## config.mk

```make
export PLATFORM = sky130hd
export DESIGN_NAME = quad_decoder
export DESIGN_NICKNAME = d
export VERILOG_FILES = /design/src/rtl/pong_pkg.sv /design/src/rtl/quad_debounce.sv /design/src/rtl/quad_decoder.sv
export SDC_FILE = /design/constraint.sdc
export NUM_CORES = 1
export LEC_CHECK = 0
export CAP_MARGIN = 20
export CORE_ASPECT_RATIO = 0.5
export CORE_UTILIZATION = 50
export DETAILED_ROUTE_END_ITERATION = 16
export PLACE_DENSITY = 0.69
export SLEW_MARGIN = 20
export SYNTH_ARGS = -nofsm -noshare
export SYNTH_HDL_FRONTEND = slang
export SYNTH_HIERARCHICAL = 1
export SYNTH_SLANG_ARGS = --single-unit
```

## constraint.sdc

```tcl
create_clock -name clk -period 3 [get_ports clk]
set_input_delay 0.6 -clock clk [delete_from_list [all_inputs] [get_ports clk]]
set_output_delay 0.6 -clock clk [all_outputs]
set_load 0.005 [all_outputs]
```

## src/rtl/pong_pkg.sv

```systemverilog
// Shared definitions for the pong datapath: encoder value width and the
// quadrature Gray states with the transition classifier used by quad_decoder.
package pong_pkg;

  localparam int ENC_VALUE_W = 2;

  localparam logic [1:0] QD_S00 = 2'b00;
  localparam logic [1:0] QD_S01 = 2'b01;
  localparam logic [1:0] QD_S11 = 2'b11;
  localparam logic [1:0] QD_S10 = 2'b10;

  typedef enum logic [1:0] {
    QD_HOLD    = 2'd0,
    QD_FWD     = 2'd1,
    QD_REV     = 2'd2,
    QD_ILLEGAL = 2'd3
  } qd_move_e;

  // Forward order is 00->01->11->10->00; any other single-bit change is reverse.
  function automatic qd_move_e qd_classify(input logic [1:0] prev, input logic [1:0] cur);
    logic [1:0] fwd;
    case (prev)
      QD_S00:  fwd = QD_S01;
      QD_S01:  fwd = QD_S11;
      QD_S11:  fwd = QD_S10;
      default: fwd = QD_S00;
    endcase
    if (cur == prev)
      return QD_HOLD;
    else if ((cur ^ prev) == 2'b11)
      return QD_ILLEGAL;
    else if (cur == fwd)
      return QD_FWD;
    else
      return QD_REV;
  endfunction

endpackage

```

## src/rtl/quad_debounce.sv

```systemverilog
// One encoder channel: SYNC_STAGES-deep synchroniser feeding a counter-based
// debounce filter. settled flags a quiet channel whose filter agrees with the pin.
module quad_debounce #(
  parameter int SYNC_STAGES     = 2,
  parameter int DEBOUNCE_CYCLES = 4
) (
  input  logic clk,
  input  logic reset,
  input  logic pin,
  output logic filt,
  output logic settled
);

  localparam int              WARM_W    = $clog2(SYNC_STAGES + 1);
  localparam logic [WARM_W-1:0] WARM_DONE = WARM_W'(SYNC_STAGES);
  localparam logic [7:0]      CNT_LAST  = 8'(DEBOUNCE_CYCLES - 1);

  logic [SYNC_STAGES-1:0] sync_q;
  logic                   sync;
  logic [7:0]             cnt;
  logic [WARM_W-1:0]      warm;

  assign sync = sync_q[SYNC_STAGES-1];

  // Synchroniser chain: plain flops, nothing in between.
  always_ff @(posedge clk or posedge reset) begin
    if (reset)
      sync_q <= '0;
    else
      sync_q <= {sync_q[SYNC_STAGES-2:0], pin};
  end

  // Debounce stage: accept a new level only after DEBOUNCE_CYCLES agreeing samples.
  always_ff @(posedge clk or posedge reset) begin
    if (reset) begin
      cnt  <= '0;
      filt <= 1'b0;
    end else if (sync != filt) begin
      if (cnt == CNT_LAST) begin
        filt <= sync;
        cnt  <= '0;
      end else begin
        cnt <= cnt + 8'd1;
      end
    end else begin
      cnt <= '0;
    end
  end

  // The chain still holds its reset zeros for SYNC_STAGES edges; until they are
  // flushed a pin resting high would look settled at 0 and prime too early.
  always_ff @(posedge clk or posedge reset) begin
    if (reset)
      warm <= '0;
    else if (warm != WARM_DONE)
      warm <= warm + 1'b1;
  end

  assign settled = (warm == WARM_DONE) && (sync == filt) && (cnt == 8'd0);

endmodule

```

## src/rtl/quad_decoder.sv

```systemverilog
// Rotary encoder front end: debounced A/B channels decoded into a 2-bit signed
// wrapping position with step, direction and illegal-transition pulses.
module quad_decoder
  import pong_pkg::*;
#(
  parameter int SYNC_STAGES     = 2,
  parameter int DEBOUNCE_CYCLES = 4
) (
  input  logic                          clk,
  input  logic                          reset,
  input  logic                          enc_a,
  input  logic                          enc_b,
  output logic signed [ENC_VALUE_W-1:0] value_o,
  output logic                          step_o,
  output logic                          dir_o,
  output logic                          error_o
);

  logic       filt_a;
  logic       filt_b;
  logic       settled_a;
  logic       settled_b;
  logic       primed;
  logic [1:0] cur;
  logic [1:0] prev;

  function automatic logic signed [ENC_VALUE_W-1:0] wrap_step(
    input logic signed [ENC_VALUE_W-1:0] v,
    input logic                          up
  );
    return up ? (v + 2'sd1) : (v - 2'sd1);
  endfunction

  quad_debounce #(
    .SYNC_STAGES    (SYNC_STAGES),
    .DEBOUNCE_CYCLES(DEBOUNCE_CYCLES)
  ) u_deb_a (
    .clk    (clk),
    .reset  (reset),
    .pin    (enc_a),
    .filt   (filt_a),
    .settled(settled_a)
  );

  quad_debounce #(
    .SYNC_STAGES    (SYNC_STAGES),
    .DEBOUNCE_CYCLES(DEBOUNCE_CYCLES)
  ) u_deb_b (
    .clk    (clk),
    .reset  (reset),
    .pin    (enc_b),
    .filt   (filt_b),
    .settled(settled_b)
  );

  assign cur = {filt_a, filt_b};

  // Decode stage: prev always tracks cur; counting only once both channels have settled.
  always_ff @(posedge clk or posedge reset) begin
    if (reset) begin
      prev    <= QD_S00;
      primed  <= 1'b0;
      value_o <= '0;
      step_o  <= 1'b0;
      dir_o   <= 1'b0;
      error_o <= 1'b0;
    end else begin
      prev    <= cur;
      step_o  <= 1'b0;
      error_o <= 1'b0;
      if (!primed) begin
        primed <= settled_a && settled_b;
      end else begin
        case (qd_classify(prev, cur))
          QD_FWD: begin
            value_o <= wrap_step(value_o, 1'b1);
            step_o  <= 1'b1;
            dir_o   <= 1'b1;
          end
          QD_REV: begin
            value_o <= wrap_step(value_o, 1'b0);
            step_o  <= 1'b1;
            dir_o   <= 1'b0;
          end
          QD_ILLEGAL: error_o <= 1'b1;
          default: ;
        endcase
      end
    end
  end

endmodule
```

==> results of run 1 <==
-- cell type report --
| class | instances | share of cell area [%] |
|---|---|---|
| clock buffers | 7 | 4.71 |
| multi-input cells | 98 | 38.1 |
| well taps | 40 | 2.73 |
| repair buffers | 8 | 4.37 |
| inverters | 17 | 3.48 |
| flip-flops and latches | 34 | 46.4 |
| clock inverters | 1 | 0.273 |
-- layer usage --
metal | part of all wire [%] | up-vias | track usage (%)
li1 | - | 535 | -
met3 | 4.0 | 2 | 7.83
met5 | 0 | - | 0
met2 | 45 | 11 | 29.9
met1 | 50 | 515 | 24.2
met4 | 0.68 | 0 | 5.61
-- per-stage QoR --
stage | power (mW) | util [%]
floorplan | 1.15 | -
global placement | 1.31 | 57.2
detailed placement | 1.34 | 57.2
CTS | 1.69 | 60.2
global route | 1.82 | 60.2
finish | 1.67 | 60.2
-- logic make-up after synthesis --
kind of cell / count (synthesis) / synth area share [%]
AND/OR/NAND/NOR: 51 / 17.1
flip-flops: 34 / 52.6
AO/OA/AOI/OAI: 20 / 8.35
buffers and inverters: 18 / 4.25
XOR/XNOR: 15 / 8.59
adder cells (fa/ha/maj): 10 / 7.73
multiplexers: 2 / 1.39
-- flip-flops by register name (all words and copies together), names as in the netlist --
name            flops
dir_o               1
error_o             1
prev                2
primed              1
step_o              1
u_deb_a/cnt         8
u_deb_a/filt        1
u_deb_a/sync_q      2
u_deb_a/warm        2
u_deb_b/cnt         8
u_deb_b/filt        1
u_deb_b/sync_q      2
u_deb_b/warm        2
value_o             2
-- where the power goes --
| group | internal [mW] | leakage [nW] | switching [mW] | total [mW] |
|---|---|---|---|---|
| combinational | 0.295 | 0.347 | 0.336 | 0.632 |
| sequential | 0.565 | 0.429 | 0.131 | 0.697 |
| clock | 0.185 | 0.0482 | 0.152 | 0.337 |
-- cells in the final DEF (no fill, tap or decap) --
cell	Yosys	routed
a2111o_1	1	1
a21o_1	1	1
a21oi_1	7	7
a31o_2	1	1
and2_1	2	2
and3_1	1	1
clkbuf_1	0	1
clkbuf_8	0	6
clkdlybuf4s50_1	0	8
clkinv_2	0	1
dfrtp_1	34	34
ha_1	10	10
inv_1	17	17
mux2_1	2	2
nand2_1	8	8
nand3_1	12	12
nand4_1	4	4
nor2_1	11	11
nor3_1	1	1
nor4_1	1	1
nor4_2	2	2
o21ai_0	9	9
o41ai_4	1	1
or2_2	1	1
or3_1	6	6
or4_4	1	1
or4b_1	1	1
xnor2_1	7	7
xnor2_2	1	1
xor2_1	7	7
-- path summary, 6_finish.rpt --
path	startpoint	end	slack, ps	depth (start not counted)
setup / recovery	u_deb_b/filt$_DFFE_PP0P_	value_o[1]$_DFFE_PP0P_	1100	7
setup reg to reg	u_deb_b/filt$_DFFE_PP0P_	value_o[1]$_DFFE_PP0P_	1100	7
hold reg to reg	u_deb_a/sync_q[0]$_DFF_PP0_	u_deb_a/sync_q[1]$_DFF_PP0_	360	0
hold / removal	u_deb_a/sync_q[0]$_DFF_PP0_	u_deb_a/sync_q[1]$_DFF_PP0_	360	0
min in group asynchronous	reset	value_o[0]$_DFFE_PP0P_	620	2
max in group asynchronous	reset	u_deb_a/cnt[1]$_DFF_PP0_	1960	2
==> qor.txt, run 1 <==
Initial antenna violation count: 0
Crit-path max cell delay: 440 ps
Ranking of synthesized cells by area: dfrtp_1, ha_1, inv_1, xnor2_1, xor2_1
CTS tree: yes
Final layout net count: 178
Final ANT Viol Nets: 0
Seq/Total Area, Yosys: 52.6%
Post-CTS setup buffers: 0
ANT cells: 0
Post-synthesis average cell area: 10.8 um2
Final setup TNS: 0 ps
Routed vias: 1063
WP data required: 3160 ps
Initial core utilization: 53.1%
List of most frequent post-synthesis cells: dfrtp_1, inv_1, nand3_1
Worst hold slack: 358 ps
Die W: 82.4 um
Remaining DRCs: 0
Multi-input logic area: 698 um2
Routability cong.: 0.772
I/O Buffers: 8
Period utilization: 63.4%
Longest Clk Path Bufs: 2
Yosys warnings: 6
Unrepaired setup endpoints after global routing: no
Placed instance area: 1740 um2
Fillers: 258
Setup WS post-layout: 1100 ps
Die area: 3480 um2
DP HPWL: 1.93 mm
First-pass iteration count of the detailed router: 4
Min cycle time layout: 1900 ps
Vias/cell: 5.19
Type of the most critical hold path: reg2reg
Tot GR Track Use: 19.1%
CP Capture Type: flip-flop
CTS buffer count: 5
Inst Count DP: 197
Syn-to-layout area delta: 13.4%
Vias in the first global route: 1094
Clk_skew: 4.47 ps
Drt first-iter violations: 64
Worst-margin pin slew: 503 ps
Avg WL per Cell: 12.9 um
Max VDD drop: 0.460 mV
Post-Layout Cell Count: 205
Startpoint Class: flip-flop
Post-Syn Nets: 164
Dominant cell type by area after synthesis: dfrtp_1
Place WS: 1120 ps
Post-Synthesis Cells: 150
Count of final setup violators: 0
WL final: 2.65 mm
Sequential Area: 851 um2
Clock root buffer: clkbuf_8
Slowest stage cell, crit path: dfrtp_1
Register bit total from synthesis: 34
Floorplan Core Area: 3050 um2
Critical path class: reg2reg
Total grt overflow: 0
Clock latency on the worst-skew pair: 280 ps
Main synth FF type: dfrtp_1
Hold buffer count at cts: 0
Max-slew violations: 0
# IOs: 9
Cts repair resizes: 0
H-Tree Depth: 2
Num Clock Sinks: 34
Pwr per Cell Area: 908 nW/um2
Worst Path Arrival: 2070 ps
Most frequent cell after synthesis: dfrtp_1
Netlist cell types: 27
Rows: 14
Number of synthesized flops with an enable pin: 0
Fmax: 526 MHz
Post-synth design cell area: 1620 um2
Clock Pin Slew Worst Setup and Hold Paths: 60 ps
Largest net degree at the start of global routing: 14
Layout cells sized above 1: 8.48%
Worst relative slew slack: 66.4%
Share of the synthesized area in the top cell type: 52.6%
Leakage power: 0.824 nW
First-pass GRT wire length: 4.75 mm
Delay-heaviest family, CP: flip-flops
CP max FO: 5
Crit-path cells: xor2_1 > inv_1 > ha_1 > or2_2 > a2111o_1 > nand4_1 > nand3_1
Asr flop ratio synth: 100%
Worst Path Buf+Inv: 1
Final instance area: 1830 um2
Hold Vio Cnt, Final: 0
Max cap viols: 0
Outcome: finished, final reports clean
DIE HEIGHT: 42.2 um
(Power assumes the default switching activity.)
==> run 2: changes to the inputs <==
--- a/config.mk
+++ b/config.mk
@@ -9,7 +9,7 @@
 export CORE_ASPECT_RATIO = 0.5
 export CORE_UTILIZATION = 50
 export DETAILED_ROUTE_END_ITERATION = 16
-export PLACE_DENSITY = 0.69
+export PLACE_DENSITY = 0.71
 export SLEW_MARGIN = 20
 export SYNTH_ARGS = -nofsm -noshare
 export SYNTH_HDL_FRONTEND = slang
==> constraint.sdc (replaced) <==
create_clock -name clk -period 1.67 [get_ports clk]
set_input_delay 0.334 -clock clk [delete_from_list [all_inputs] [get_ports clk]]
set_output_delay 0.334 -clock clk [all_outputs]
set_load 0.005 [all_outputs]
==> run 2 against run 1 <==
Against the previous run: sequential power grew 74%; sequential share of layout area decreased by 2.4 points; die area unchanged; wire length down 2.3%; largest power group is now combinational cells; clock power increased by 110%; power is 100% higher; final area increased by 5.7%; worst setup slack got worse by 1100 ps; maximum frequency increased by 15%; via count up 2.8%; utilization increased by 3.4 points.
==> qor.txt, run 2 (same netlist as run 1, synthesis figures left out) <==
Die area: 3480 um2 (unchanged)
Clock latency on the worst-skew pair: 280 ps (about the same)
Worst-margin pin slew: 519 ps (+16.6 ps)
WL final: 2.59 mm (-2.3%)
Clock Pin Slew Worst Setup and Hold Paths: 70 ps (about the same)
CTS tree: yes
Top Usage Layer GRT: met2
Die W: 82.4 um (unchanged)
Type of the most critical hold path: in2async
Startpoint Class: flip-flop
Rows: 14 (unchanged)
Total grt overflow: 0 (unchanged)
DP HPWL: 1.94 mm (+0.48%)
Slowest stage cell, crit path: or4b_1
DIE HEIGHT: 42.2 um (unchanged)
CTS buffer count: 5 (unchanged)
Routability cong.: 0.755 (-2.3%)
H-Tree Depth: 2 (unchanged)
Crit-path cells: xor2_2 > inv_1 > ha_2 > or2_4 > a21oi_1 > or4b_1 > nand3_1
Leading registers by flop count: u_deb_a/cnt x8, u_deb_b/cnt x8
Pwr per Cell Area: 1750 nW/um2 (+92%)
Total Power: 3.39 mW (+100%)
First-pass iteration count of the detailed router: 4 (unchanged)
Most frequent cells in the layout: dfrtp_1, inv_1, nand3_1, nor2_1, buf_4
Largest net degree at the start of global routing: 14 (unchanged)
Hold buffer count at cts: 0 (unchanged)
ANT cells: 0 (unchanged)
Routed vias: 1093 (+2.8%)
CP Capture Type: flip-flop
I/O Buffers: 8 (unchanged)
Clock root buffer: clkbuf_8
Most common library cell in the layout ignoring fill and taps: dfrtp_1
Post-CTS setup buffers: 0 (unchanged)
Clk_skew: 5.76 ps (+1.29 ps)
Floorplan Core Area: 3050 um2 (unchanged)
Longest Clk Path Bufs: 2 (unchanged)
Worst relative slew slack: 65.3% (-1.1 points)
Max-slew violations: 0 (unchanged)
Hold Vio Cnt, Final: 0 (unchanged)
Drt first-iter violations: 62 (-3.1%)
Final layout net count: 188 (+5.6%)
GR Util met3: 7.17% (-0.65 points)
Max cap viols: 0 (unchanged)
Outcome: finished, final reports clean
Remaining DRCs: 0 (unchanged)
First-pass GRT wire length: 4.55 mm (-4.2%)
Initial antenna violation count: 0 (unchanged)
Initial core utilization: 53.1% (unchanged)
Final Util: 63.6% (+3.4 points)
Tot GR Track Use: 18.2% (-0.83 points)
Grt met1 use: 25.5% (+1.3 points)
# IOs: 9 (unchanged)
Fmax: 604 MHz (+15%)
Crit-path max cell delay: 520 ps (+80 ps)
Min cycle time layout: 1650 ps (-248 ps)
Vias in the first global route: 1011 (-7.6%)
Num Clock Sinks: 34 (unchanged)
WP data required: 1890 ps (-1270 ps)
Final ANT Viol Nets: 0 (unchanged)
Syn-to-layout area delta: 19.8%
Unrepaired setup endpoints after global routing: yes
Leakage power: 0.876 nW (+6.2%)
CP max FO: 3 (-2)
Critical path class: reg2reg
Period utilization: 99.1% (+36 points)
Max VDD drop: 1.26 mV (+170%)
Avg WL per Cell: 12.1 um (-6.9%)
GRT met2 Usage: 25.6% (-4.3 points)
Worst Path Arrival: 1870 ps (-200 ps)
Count of final setup violators: 0 (unchanged)
Final setup TNS: 0 ps (unchanged)
Layout cells sized above 1: 15.4% (+6.9 points)
Cts repair resizes: 0 (unchanged)
Vias/cell: 5.08 (-2.0%)
==> run 2: worst max-delay path: cells and delay by family (launching register included) <==
kind | cells | cell delay, ps
AND/OR/NAND/NOR | 3 | 730
adder cells (fa/ha/maj) | 1 | 150
XOR/XNOR | 1 | 190
AO/OA/AOI/OAI | 1 | 50
buffers and inverters | 1 | 70
flip-flops | 1 | 410
==> run 2: cell type report <==
type | count | area, um2
multi-input combinational | 98 | 711
timing repair buffer | 18 | 155
sequential | 34 | 852
tap | 40 | 50.0
clock buffer | 7 | 76.3
inverter | 17 | 63.8
fill | 263 | 1110
clock inverter | 1 | 30.0
==> run 2: routing by layer <==
metal	part of all wire (%)	up-vias
li1	-	560
met1	52	518
met2	44	13
met3	3.6	2
met4	0.50	0
met5	0	-
==> run 2: path summary, 6_finish.rpt <==
check	from	to	slack, ps	cells after the start
max	prev[0]$_DFF_PP0_	value_o[1]$_DFFE_PP0P_	20	7
min	reset	prev[1]$_DFF_PP0_	350	2
max reg2reg	prev[0]$_DFF_PP0_	value_o[1]$_DFFE_PP0P_	20	7
min reg2reg	u_deb_b/sync_q[0]$_DFF_PP0_	u_deb_b/sync_q[1]$_DFF_PP0_	360	0
max in group asynchronous	reset	u_deb_a/cnt[1]$_DFF_PP0_	880	2
min in group clk	u_deb_b/sync_q[0]$_DFF_PP0_	u_deb_b/sync_q[1]$_DFF_PP0_	360	0
==> run 2: stage by stage <==
| stage | worst slack [ps] | instances | hold WS [ps] | instance area, um2 |
|---|---|---|---|---|
| 2_1_floorplan | 47.5 | 150 | 150 | 1620 |
| 3_3_place_gp | 57.9 | 207 | 333 | 1820 |
| 3_5_place_dp | 17.0 | 207 | 346 | 1820 |
| 4_1_cts | 3.87 | 215 | 358 | 1930 |
| 5_1_grt | -48.0 | 215 | 381 | 1940 |
| 6_report | 15.0 | 215 | 345 | 1940 |
==> run 2: power by group <==
part	internal [mW]	switching, mW	leakage [nW]
Sequential	1.02	0.189	0.428
Combinational	0.761	0.692	0.395
Clock	0.446	0.278	0.0524
==> run 3: changes to the inputs <==
--- a/config.mk
+++ b/config.mk
@@ -13,5 +13,4 @@
 export SLEW_MARGIN = 20
 export SYNTH_ARGS = -nofsm -noshare
 export SYNTH_HDL_FRONTEND = slang
-export SYNTH_HIERARCHICAL = 1
 export SYNTH_SLANG_ARGS = --single-unit
==> run 3 against run 2 <==
Against the previous run: clock power decreased by 12%; area after synthesis is 3.6% lower; largest cell class unchanged; cell count decreased by 7.0%; clock skew shrank 0.77 ps; register-to-register slack is essentially flat; combinational power decreased by 14%; die area is 3.4% lower; critical endpoint unchanged; wire length is 2.8% higher; sequential power shrank 4%.
==> qor.txt, run 3 <==
Outcome: finished, final reports clean
Longest Clk Path Bufs: 2 (unchanged)
Die area: 3360 um2 (-3.4%)
DP HPWL: 1.83 mm (-5.5%)
Max-slew violations: 0 (unchanged)
Place WS: 8.78 ps (-8.19 ps)
Hold Path End: u_deb_b.sync_q[1]$_DFF_PP0_
Worst-margin pin slew: 301 ps (-218 ps)
Vias/cell: 5.18 (+1.9%)
Number of synthesized flops with an enable pin: 0 (unchanged)
Dominant cell type by area after synthesis: dfrtp_1
Rows: 13 (-1)
Asr flop ratio synth: 100% (unchanged)
Startpoint Class: flip-flop
Seq/Total Area, Yosys: 54.5% (+1.9 points)
Total grt overflow: 0 (unchanged)
Main synth FF type: dfrtp_1
Fillers: 222 (-16%)
Post-Synthesis Cells: 143 (-4.7%)
WP data required: 1840 ps (-50 ps)
Final ANT Viol Nets: 0 (unchanged)
Share of the synthesized area in the top cell type: 54.5% (+1.9 points)
Min cycle time layout: 1660 ps (+9.56 ps)
Register bit total from synthesis: 34 (unchanged)
Most common library cell in the layout ignoring fill and taps: dfrtp_1
Yosys warnings: 0 (-6)
Clock latency on the worst-skew pair: 280 ps (about the same)
Vias in the first global route: 1039 (+2.8%)
Fmax: 601 MHz (-0.57%)
Count of final setup violators: 0 (unchanged)
Multi-input logic area: 662 um2 (-6.9%)
Max VDD drop: 1.23 mV (-2.5%)
Clock root buffer: clkbuf_8
Post-Syn Nets: 155 (-5.5%)
ANT cells: 0 (unchanged)
# IOs: 9 (unchanged)
Period utilization: 99.7% (+0.57 points)
I/O Buffers: 8 (unchanged)
Critical path class: reg2reg
Routability cong.: 0.800 (+6.1%)
Layout cells sized above 1: 12.9% (-2.5 points)
Floorplan Core Area: 2770 um2 (-9.3%)
First-pass iteration count of the detailed router: 6 (+2)
Min-Delay Startpoint: u_deb_b.sync_q[0]$_DFF_PP0_
Worst Path Arrival: 1840 ps (-30 ps)
Most frequent cells in the layout: dfrtp_1, nor2_1, xor2_1, nand3_1, inv_1
Avg WL per Cell: 13.3 um (+11%)
Setup WS post-layout: 5.47 ps (-9.56 ps)
CP max FO: 3 (unchanged)
H-Tree Depth: 2 (unchanged)
Num Clock Sinks: 34 (unchanged)
Routed vias: 1036 (-5.2%)
Ranking of synthesized cells by area: dfrtp_1, xor2_1, ha_1, nor2_1, nand3_1
Hold Path Cell Cnt: 0
R2R Setup Slk: 5 ps (about the same)
Leakage power: 0.841 nW (-4.0%)
Worst relative slew slack: 79.8% (+14 points)
Syn-to-layout area delta: 17.0%
Pwr per Cell Area: 1670 nW/um2 (-4.6%)
Initial core utilization: 56.4% (+3.3 points)
Cts repair resizes: 0 (unchanged)
Initial antenna violation count: 0 (unchanged)
Final layout net count: 174 (-7.4%)
Post-synthesis average cell area: 10.9 um2 (+1.2%)
List of most frequent post-synthesis cells: dfrtp_1, nor2_1, xor2_1
Reg-to-Reg End: value_o[1]$_DFFE_PP0P_
Max cap viols: 0 (unchanged)
CTS buffer count: 5 (unchanged)
Clk_skew: 4.98 ps (-0.774 ps)
Type of the most critical hold path: reg2reg
Remaining DRCs: 0 (unchanged)
Tot GR Track Use: 19.5% (+1.3 points)
First-pass GRT wire length: 4.76 mm (+4.7%)
Drt first-iter violations: 67 (+8.1%)
Post-synth design cell area: 1560 um2 (-3.6%)
Worst flop-to-flop path startpoint: prev[1]$_DFF_PP0_
Die W: 81 um (-1.8%)
R2R cell count: 7 (unchanged)
Hold Vio Cnt, Final: 0 (unchanged)
Total Power: 3.04 mW (-10%)
Clock Pin Slew Worst Setup and Hold Paths: 70 ps (about the same)
CP Capture Type: flip-flop
Largest net degree at the start of global routing: 35 (+21)
CTS tree: yes
Most frequent cell after synthesis: dfrtp_1
WL final: 2.66 mm (+2.8%)
Leading registers by flop count: u_deb_a.cnt x8, u_deb_b.cnt x8
Sequential Area: 851 um2 (-0.15%)
DIE HEIGHT: 41.5 um (-1.7%)
Netlist cell types: 24 (-11%)
Unrepaired setup endpoints after global routing: yes
## run 3: cell count changes after synthesis, sizes merged, moves of 2 or more
| cell | previous run | this run |
|---|---|---|
| nor2 | 11 | 20 |
| xor2 | 7 | 14 |
| or3b | 0 | 2 |
| or3 | 6 | 0 |
| nand2b | 0 | 3 |
| nand2 | 8 | 6 |
| ha | 10 | 8 |
| xnor2 | 8 | 6 |
| inv | 17 | 11 |
| a21oi | 7 | 3 |
| o21ai | 9 | 3 |
| and3 | 1 | 6 |
| nor4 | 3 | 0 |
## run 3: area by class of cell
| type | count | area share, % |
|---|---|---|
| clock inverter | 2 | 0.685 |
| multi-input combinational | 97 | 36.3 |
| sequential | 34 | 46.6 |
| inverter | 11 | 2.26 |
| timing repair buffer | 13 | 7.13 |
| clock buffer | 6 | 4.52 |
| tap | 37 | 2.54 |
## run 3: critical path, cell delays in order (launching register included)
cell and delay, ps:
dfrtp_1 410, xor2_1 200, inv_1 70, ha_2 170, or2_4 250, a2111o_1 290, nand4_1 90, nand3_1 70
## run 3: worst max path at each step
stage / cells past startpoint / to / from
after detailed placement: 7 / value_o[1]$_DFFE_PP0P_ / prev[1]$_DFF_PP0_
after global routing: 7 / value_o[1]$_DFFE_PP0P_ / u_deb_a.filt$_DFFE_PP0P_
final: 7 / value_o[1]$_DFFE_PP0P_ / prev[1]$_DFF_PP0_
after CTS: 7 / value_o[1]$_DFFE_PP0P_ / prev[1]$_DFF_PP0_
after floorplan: 8 / value_o[1]$_DFFE_PP0P_ / u_deb_b.filt$_DFFE_PP0P_
after global placement: 7 / value_o[1]$_DFFE_PP0P_ / prev[1]$_DFF_PP0_
## run 3: power by group
group / switching [mW] / internal [mW]
combinational: 0.631 / 0.615
sequential: 0.160 / 1.00
clock: 0.303 / 0.331
## run 3: metal layers
layer  part of all wire (%)  vias to the layer above  track usage, %
li1                       -                      510               -
met5                      0                        -               0
met3                    4.6                        4            7.25
met4                    1.4                        0            5.36
met2                     45                       20            30.3
met1                     49                      502            25.7
## run 3: kinds of logic (layout without fill, tap and decap cells)
logic type	after synthesis	in the layout	share of synthesized area, %
adders and majority gates	8	8	6.42
AOI/OAI and AO/OA	8	8	3.53
DFF	34	34	54.5
and+or+nand+nor	59	59	19.0
xor gates and xnor gates	20	20	11.7
muxes	2	2	1.44
buffers and inverters	12	32	3.37
## run 3: through the flow
| stage | TNS (ps) | utilization [%] | instance area (um2) | std cells | hold slack, ps |
|---|---|---|---|---|---|
| after global routing | -108 | 66.0 | 1830 | 200 | 368 |
| after detailed placement | 0 | 62.6 | 1730 | 192 | 340 |
| after global placement | 0 | 62.6 | 1730 | 192 | 336 |
| after CTS | 0 | 66.0 | 1830 | 200 | 356 |
| final | 0 | 66.0 | 1830 | 200 | 357 |
| after floorplan | 0 | - | 1570 | 143 | 331 |
## run 3: timing repair
item | in CTS | in global routing
hold buffers | 0 | 0
endpoints found under the setup margin | 0 | 2
setup buffers | 0 | 0
